--- src/rtl/uart_rx_fifo.sv ---
// UART 8N1 receiver with a first-word-fall-through byte FIFO and sticky
// framing/overrun flags.
module uart_rx_fifo #(
    parameter int CLKS_PER_BIT = 434,
    parameter int FIFO_DEPTH   = 16
) (
    input  logic                          clk,
    input  logic                          reset,
    input  logic                          rx,
    input  logic                          rx_pop,
    input  logic                          clr_err,
    output logic                          rx_valid,
    output logic [7:0]                    rx_data,
    output logic [$clog2(FIFO_DEPTH):0]   fifo_count,
    output logic                          frame_err,
    output logic                          overrun,
    output logic                          busy
);
    localparam int PW   = $clog2(FIFO_DEPTH);
    localparam int CW   = PW + 1;
    localparam int CNTW = $clog2(CLKS_PER_BIT);
    localparam logic [CNTW-1:0] BIT_END  = CNTW'(CLKS_PER_BIT - 1);
    // Counter is cleared on the IDLE->START edge, so the half-bit limit is one
    // less than N/2-1 to land the start sample exactly N/2 cycles after t0.
    localparam logic [CNTW-1:0] HALF_END = CNTW'(CLKS_PER_BIT / 2 - 2);
    localparam logic [CW-1:0]   FULL     = CW'(FIFO_DEPTH);

    typedef enum logic [2:0] {IDLE, START, DATA, STOP, BRK} state_t;

    state_t          state, state_n;
    logic            rx_meta, rxs;
    logic [CNTW-1:0] cnt, cnt_n;
    logic [2:0]      bit_idx, bit_n;
    logic [7:0]      sh, sh_n;
    logic            push_n, ferr_n;
    logic            push_q, ferr_q;

    logic [7:0]      mem [FIFO_DEPTH];
    logic [PW-1:0]   wr_ptr, rd_ptr;
    logic [CW-1:0]   count;
    logic            do_push, do_pop, drop;

    always_ff @(posedge clk) begin
        if (reset) begin
            rx_meta <= 1'b1;
            rxs     <= 1'b1;
        end else begin
            rx_meta <= rx;
            rxs     <= rx_meta;
        end
    end

    always_ff @(posedge clk) begin
        if (reset) begin
            state   <= IDLE;
            cnt     <= '0;
            bit_idx <= '0;
            sh      <= '0;
            push_q  <= 1'b0;
            ferr_q  <= 1'b0;
        end else begin
            state   <= state_n;
            cnt     <= cnt_n;
            bit_idx <= bit_n;
            sh      <= sh_n;
            push_q  <= push_n;
            ferr_q  <= ferr_n;
        end
    end

    always_comb begin
        state_n = state;
        cnt_n   = cnt + 1'b1;
        bit_n   = bit_idx;
        sh_n    = sh;
        push_n  = 1'b0;
        ferr_n  = 1'b0;
        case (state)
            IDLE: begin
                cnt_n = '0;
                if (!rxs) begin
                    state_n = START;
                    bit_n   = '0;
                end
            end
            START: begin
                if (cnt == HALF_END) begin
                    cnt_n   = '0;
                    state_n = rxs ? IDLE : DATA;
                end
            end
            DATA: begin
                if (cnt == BIT_END) begin
                    cnt_n = '0;
                    sh_n  = {rxs, sh[7:1]};
                    bit_n = bit_idx + 1'b1;
                    if (bit_idx == 3'd7)
                        state_n = STOP;
                end
            end
            STOP: begin
                if (cnt == BIT_END) begin
                    cnt_n = '0;
                    if (rxs) begin
                        push_n  = 1'b1;
                        state_n = IDLE;
                    end else begin
                        ferr_n  = 1'b1;
                        state_n = BRK;
                    end
                end
            end
            BRK: begin
                cnt_n = '0;
                if (rxs)
                    state_n = IDLE;
            end
            default: state_n = IDLE;
        endcase
    end

    // The shift register is stable for at least a bit time after the stop
    // sample, so the delayed push can write it directly.
    always_comb begin
        do_pop  = rx_pop && (count != '0);
        do_push = push_q && ((count != FULL) || do_pop);
        drop    = push_q && !do_push;
    end

    always_ff @(posedge clk) begin
        if (do_push)
            mem[wr_ptr] <= sh;
    end

    always_ff @(posedge clk) begin
        if (reset) begin
            wr_ptr    <= '0;
            rd_ptr    <= '0;
            count     <= '0;
            frame_err <= 1'b0;
            overrun   <= 1'b0;
        end else begin
            if (do_push)
                wr_ptr <= wr_ptr + 1'b1;
            if (do_pop)
                rd_ptr <= rd_ptr + 1'b1;
            case ({do_push, do_pop})
                2'b10:   count <= count + 1'b1;
                2'b01:   count <= count - 1'b1;
                default: count <= count;
            endcase
            frame_err <= ferr_q | (frame_err & ~clr_err);
            overrun   <= drop   | (overrun   & ~clr_err);
        end
    end

    assign rx_valid   = (count != '0);
    assign rx_data    = rx_valid ? mem[rd_ptr] : '0;
    assign fifo_count = count;
    assign busy       = (state != IDLE);

endmodule

--- config.mk ---
export PLATFORM = sky130hd
export DESIGN_NAME = uart_rx_fifo
export DESIGN_NICKNAME = d
export VERILOG_FILES = /design/src/rtl/uart_rx_fifo.sv
export SDC_FILE = /design/constraint.sdc
export NUM_CORES = 1
export LEC_CHECK = 0
export ABC_AREA = 1
export BUFFER_PORTS_ARGS = -buffer_cell sky130_fd_sc_hd__clkbuf_2
export CAP_MARGIN = 20
export CORE_MARGIN = 3
export CORE_UTILIZATION = 36
export DETAILED_ROUTE_END_ITERATION = 8
export MAX_ROUTING_LAYER = met4
export SYNTH_ARGS = -nofsm -noshare
export SYNTH_HDL_FRONTEND = slang
export SYNTH_SLANG_ARGS = --single-unit
--- constraint.sdc ---
create_clock -name clk -period 2.3 [get_ports clk]
set_clock_uncertainty 0.15 [all_clocks]
set_input_delay 0 -clock clk [delete_from_list [all_inputs] [get_ports clk]]
set_output_delay 0 -clock clk [all_outputs]
set_load 0.02 [all_outputs]
Word level (Yosys, flattened, before mapping). Memory sizes are Yosys's and may differ from the RTL's. A register that Yosys moved wholly into a read port is not among the register bits. Cells that the tools add are included.

RAM bits: 128. Flip-flop bits (word level): 42. Memories kept: 1. Logic and storage cells: 82. Input port bits: 5. Output and inout bits: 17.

Memory list: mem (words 16, bits a word 8, read ports 1, clocked after memory_dff 1, write ports 1, RTL line 38) `logic [7:0] mem [FIFO_DEPTH];`.

Bitwise operators: 7. Reductions and logical operators: 16. Eq/ne operators: 16. Muxes and demuxes: 23. Add/subtract/negate cells: 6.

Operators with widths (count): $mux W3 (9); $pmux W9 S3 (1); $mux W9 (2); $pmux W3 S5 (1); $ne A2 B2 Y1 const B (6); $pmux W5 S2 (1); $add A9 B1 Y9 const B (1); $eq A9 B8 Y1 const B (1); $eq A9 B9 Y1 const B (1); $add A4 B1 Y4 const B (2); $mux W4 (2); $mux W8 (1); $eq A3 B2 Y1 const B (2); $eq A3 B3 Y1 const B (2); $pmux W3 S2 (1); $reduce_and A6 Y1 (1); $add A5 B1 Y5 const B (1); $ne A5 B5 Y1 const B (1); $reduce_bool A5 Y1 (1); $sub A5 B1 Y5 const B (1); $mux W1 (4); $reduce_bool A2 Y1 (2); $reduce_or A2 Y1 (2); $add A3 B1 Y3 const B (1); other kinds (15) (21).

Logic depth before layout (Yosys ltp).
Depth after elaboration: 7. Mapped depth: 13. Mapped depth without buffers: 13.

Worst setup path after synthesis. No wires, ideal clock.

Kind: flip-flop to flip-flop. Start: reg count[0] (netlist: fifo_count[0]). End: reg count[3] (netlist: fifo_count[3]). Setup time: 0.116 ns. Data required time: 2.034 ns. Path buffers: 0. Period minus slack after synthesis: 2.101 ns. Cell stages (with the launch flop): 13. Slack: 0.199 ns. Arrival time: 1.835 ns. Path through: dfxtp_1 -> nor2_2 -> nand3_4 -> nand2_4 -> inv_4 -> nand2_4 -> inv_1 -> ha_1 -> a21oi_1 -> nand2_1 -> xor2_1 -> nor2_1 -> nor2_1.

Longest elaborated chain between the ends: 6. Elaborated cells on any way between the ends: 11. Those cells by class: 2 x add/sub; 3 x eq/ne; 1 x mux; 5 x reduce/logical.

RTL lines: start, declared (RTL line 40) `logic [CW-1:0] count;`; start signal, assigned (RTL line 148) `2'b10: count <= count + 1'b1;`; start signal, assigned (RTL line 149) `2'b01: count <= count - 1'b1;`; start signal, assigned (RTL line 150) `default: count <= count;`; $reduce_bool A5 Y1 (*); via rx_valid (RTL line 12) `output logic rx_valid,`; $logic_and A1 B1 Y1 (*) (RTL line 125) `do_pop = rx_pop && (count != '0);`; $logic_or A1 B1 Y1 (RTL line 126) `do_push = push_q && ((count != FULL) || do_pop);`; $logic_and A1 B1 Y1 (RTL line 126); $eq A2 B1 Y1 / $eq A2 B2 Y1 (equally long branches) (RTL line 147) `case ({do_push, do_pop})`; $pmux W5 S2 / $reduce_bool A2 Y1 (equally long branches).

Mark *: on every way through the listed nets, which the timed path passes. The rest lies on a longest branch. A chain may end at the register's enable or synchronous reset.

==> impl_metrics.tcl <==
set metrics [dict create \
    status "complete, no violations" \
    min_to "bit_idx[1]" \
    hp-start "reset" \
    cts_root_buf "clkbuf_16" \
    final.setup.worst_slack_ns 0.174 \
    via_count 4885 \
    rr_endpoint "fifo_count[4]" \
    layout_common_cells "202 x nand2_1, 128 x edfxtp_1, 111 x nand3_1" \
    drt-initial-drc-count 223 \
    hpwl_mm 9.79 \
    synth.distinct_cells 35 \
    slew_violations 0 \
    ys_seq_area_share_pct 64.0 \
    finish.utilization_pct 43.0 \
    worst_pin_slew_ns 0.759 \
    routed_wl_mm 15.0 \
    grt_max_degree 34 \
    fmax_ghz 0.470 \
    tns_ns 0 \
    clk_latency_ns 0.42 \
    ys.flop_type "edfxtp_1" \
    synth_area_leaders "edfxtp_1 52%, dfxtp_1 12%, nand2_1 10%" \
    period_share_pct 92.4 \
    critPathKind "reg -> out" \
    rr_worst_depth 11 \
    stdcell_count 1042 \
    start_util_pct 37.4 \
    drcViolationCount 0 \
    vias_per_cell 4.69 \
    io_pins 22 \
    syn_area_um2 7440 \
    hold_viol_final 0 \
    synthCells 720 \
    nets 782 \
    setup_violations 0 \
    grt_first_pass_wirelength_mm 24.2 \
    first_pass_iters 4 \
    first_global_vias 4727 \
    cts.sinks 174 \
    wire_per_inst_um 14.4 \
    syn_area_per_cell_um2 10.3 \
    power_density_nw_per_um2 786 \
    peakVddDrop_v 0.000588 \
    die_h_um 150 \
    crit_fanout 33 \
    grt_usage_pct 14.4 \
    rows 51 \
    cp-start-kind "flop" \
    htree_num_levels 4 \
    power.leakage_nw 3.42 \
    cts_made_buffers 17 \
    cap_viol_max_count 0 \
    coreArea_um2 19900 \
    rrSetupSlack_ns 0.20 \
    netlist.area_leader.share_pct 51.6 \
    postCtsSetupBuffers 0 \
    placed_cells 1004 \
    synth-edff-count 128 \
    diodes 0 \
    final_antenna_net_count 0 \
    yosys.area.top_type "edfxtp_1" \
    numPortBuffers 21 \
    worstPathRequired_ns 2.15 \
    die_x_um 150 \
    n_fill_cell 1925 \
    hold_path_depth 3 \
    cts_tree "built" \
    syn_to_final_growth_pct 15.1 \
    gp_congestion 0.839 \
    max_slew_margin_pct 49.3 \
    synthArstFlopShare_pct 0 \
    clockBufferDepth 2 \
    min_path_type "in -> reg" \
    post-place-ws_ns 0.162 \
    cp.arrival_ns 1.98 \
    synth-warning-count 0 \
    holdWs_ns 0.248 \
    overflow 0 \
    crit-reg2reg-launch "fifo_count[0]" \
    synth-seq-cells 174 \
    rsz0062_at_grt "no" \
    antenna_found_initial 0 \
    layout-drive-gt1-share_pct 14.5 \
    critPathCaptureType "primary output" \
    clk_pin_slew_worst_paths_ns 0.07 \
    mostFrequentLayoutCell "nand2_1" \
    syn_nets 738 \
    die_area_um2 22400 \
    post-route-min-period_ns 2.13 \
]
## logic make-up after synthesis
group	after synthesis	share of synthesized area, %
compound gates	48	3.43
xor+xnor	9	1.06
fa+ha+maj	13	2.29
buf+inv	75	5.03
flops	174	64.0
simple gates	401	24.2
## where the power goes
| part | switching [W] | leakage (nW) | internal [W] |
|---|---|---|---|
| registers | 0.0000508 | 1.86 | 0.00336 |
| logic | 0.000327 | 1.29 | 0.000170 |
| clock network | 0.00121 | 0.272 | 0.00162 |
| total | 0.00159 | 3.42 | 0.00515 |
## through the flow
step / power [W] / instance area, µm²
after floorplan: 0.00390 / 7440
after global placement: 0.00398 / 7900
after detailed placement: 0.00398 / 7900
after CTS: 0.00681 / 8550
after global routing: 0.00702 / 8570
final: 0.00674 / 8570
## repair_timing
action / in CTS / in global routing
hold endpoints to repair: 21 / 0
gates resized for setup: 0 / 7
hold buffers: 6 / 0
endpoints found under the setup margin: 0 / 9
## synth_stat cells, types with 2 or more instances
cell,count
buf_6,9
ha_1,12
clkbuf_1,4
nand2_4,4
nor3_1,2
nand4_1,6
nand2_2,5
nor2_4,3
nand3_4,3
nor2_1,56
nand3_1,111
xnor2_1,3
a21oi_1,29
inv_1,40
edfxtp_1,128
inv_2,4
buf_2,13
nand3b_1,2
or2_2,2
o21ai_0,15
xor2_1,6
nand3_2,2
nor2_2,3
nand2_1,202
dfxtp_1,46
## how the worst max path moves through the flow
stage | end | cells after the start
after floorplan | fifo_count[3] | 12
after global placement | fifo_count[4] | 13
after detailed placement | fifo_count[4] | 13
after CTS | rx_data[6] | 9
after global routing | rx_data[3] | 8
final | rx_data[3] | 9
## critical path, cell delays in order, from the launching register on
cell      delay [ns]
dfxtp_4         0.40
inv_2           0.11
buf_12          0.19
nand2_1         0.08
nand3_1         0.08
nand3_1         0.09
nand2_1         0.10
nand2_1         0.06
a21oi_1         0.22
clkbuf_2        0.21
## flip-flops by register name, indices dropped and copies added, names as in the netlist, 3 cells and up, named ones only
signal      flops
rd_ptr          4
cnt             9
wr_ptr          4
fifo_count      5
mem           128
bit_idx         3
state           3
sh              8
## layer usage
metal  vias up  routed length (µm)  track usage, %
met2        79                7000            22.1
met5         -                   0               -
met3        12                 665            3.51
met4         0                 148            4.12
li1       2515                   -               -
met1      2279                7170            19.1
## cell type report
cell class	count	area (µm²)	area share, %
flip-flops and latches	174	4770	55.7
multi-input cells	471	2310	27.0
clock buffers	18	429	5.01
repair buffers	54	392	4.57
well taps	265	332	3.87
inverters	46	176	2.06
clock inverters	14	158	1.84
Note: power is estimated with default switching activity, not from simulation.
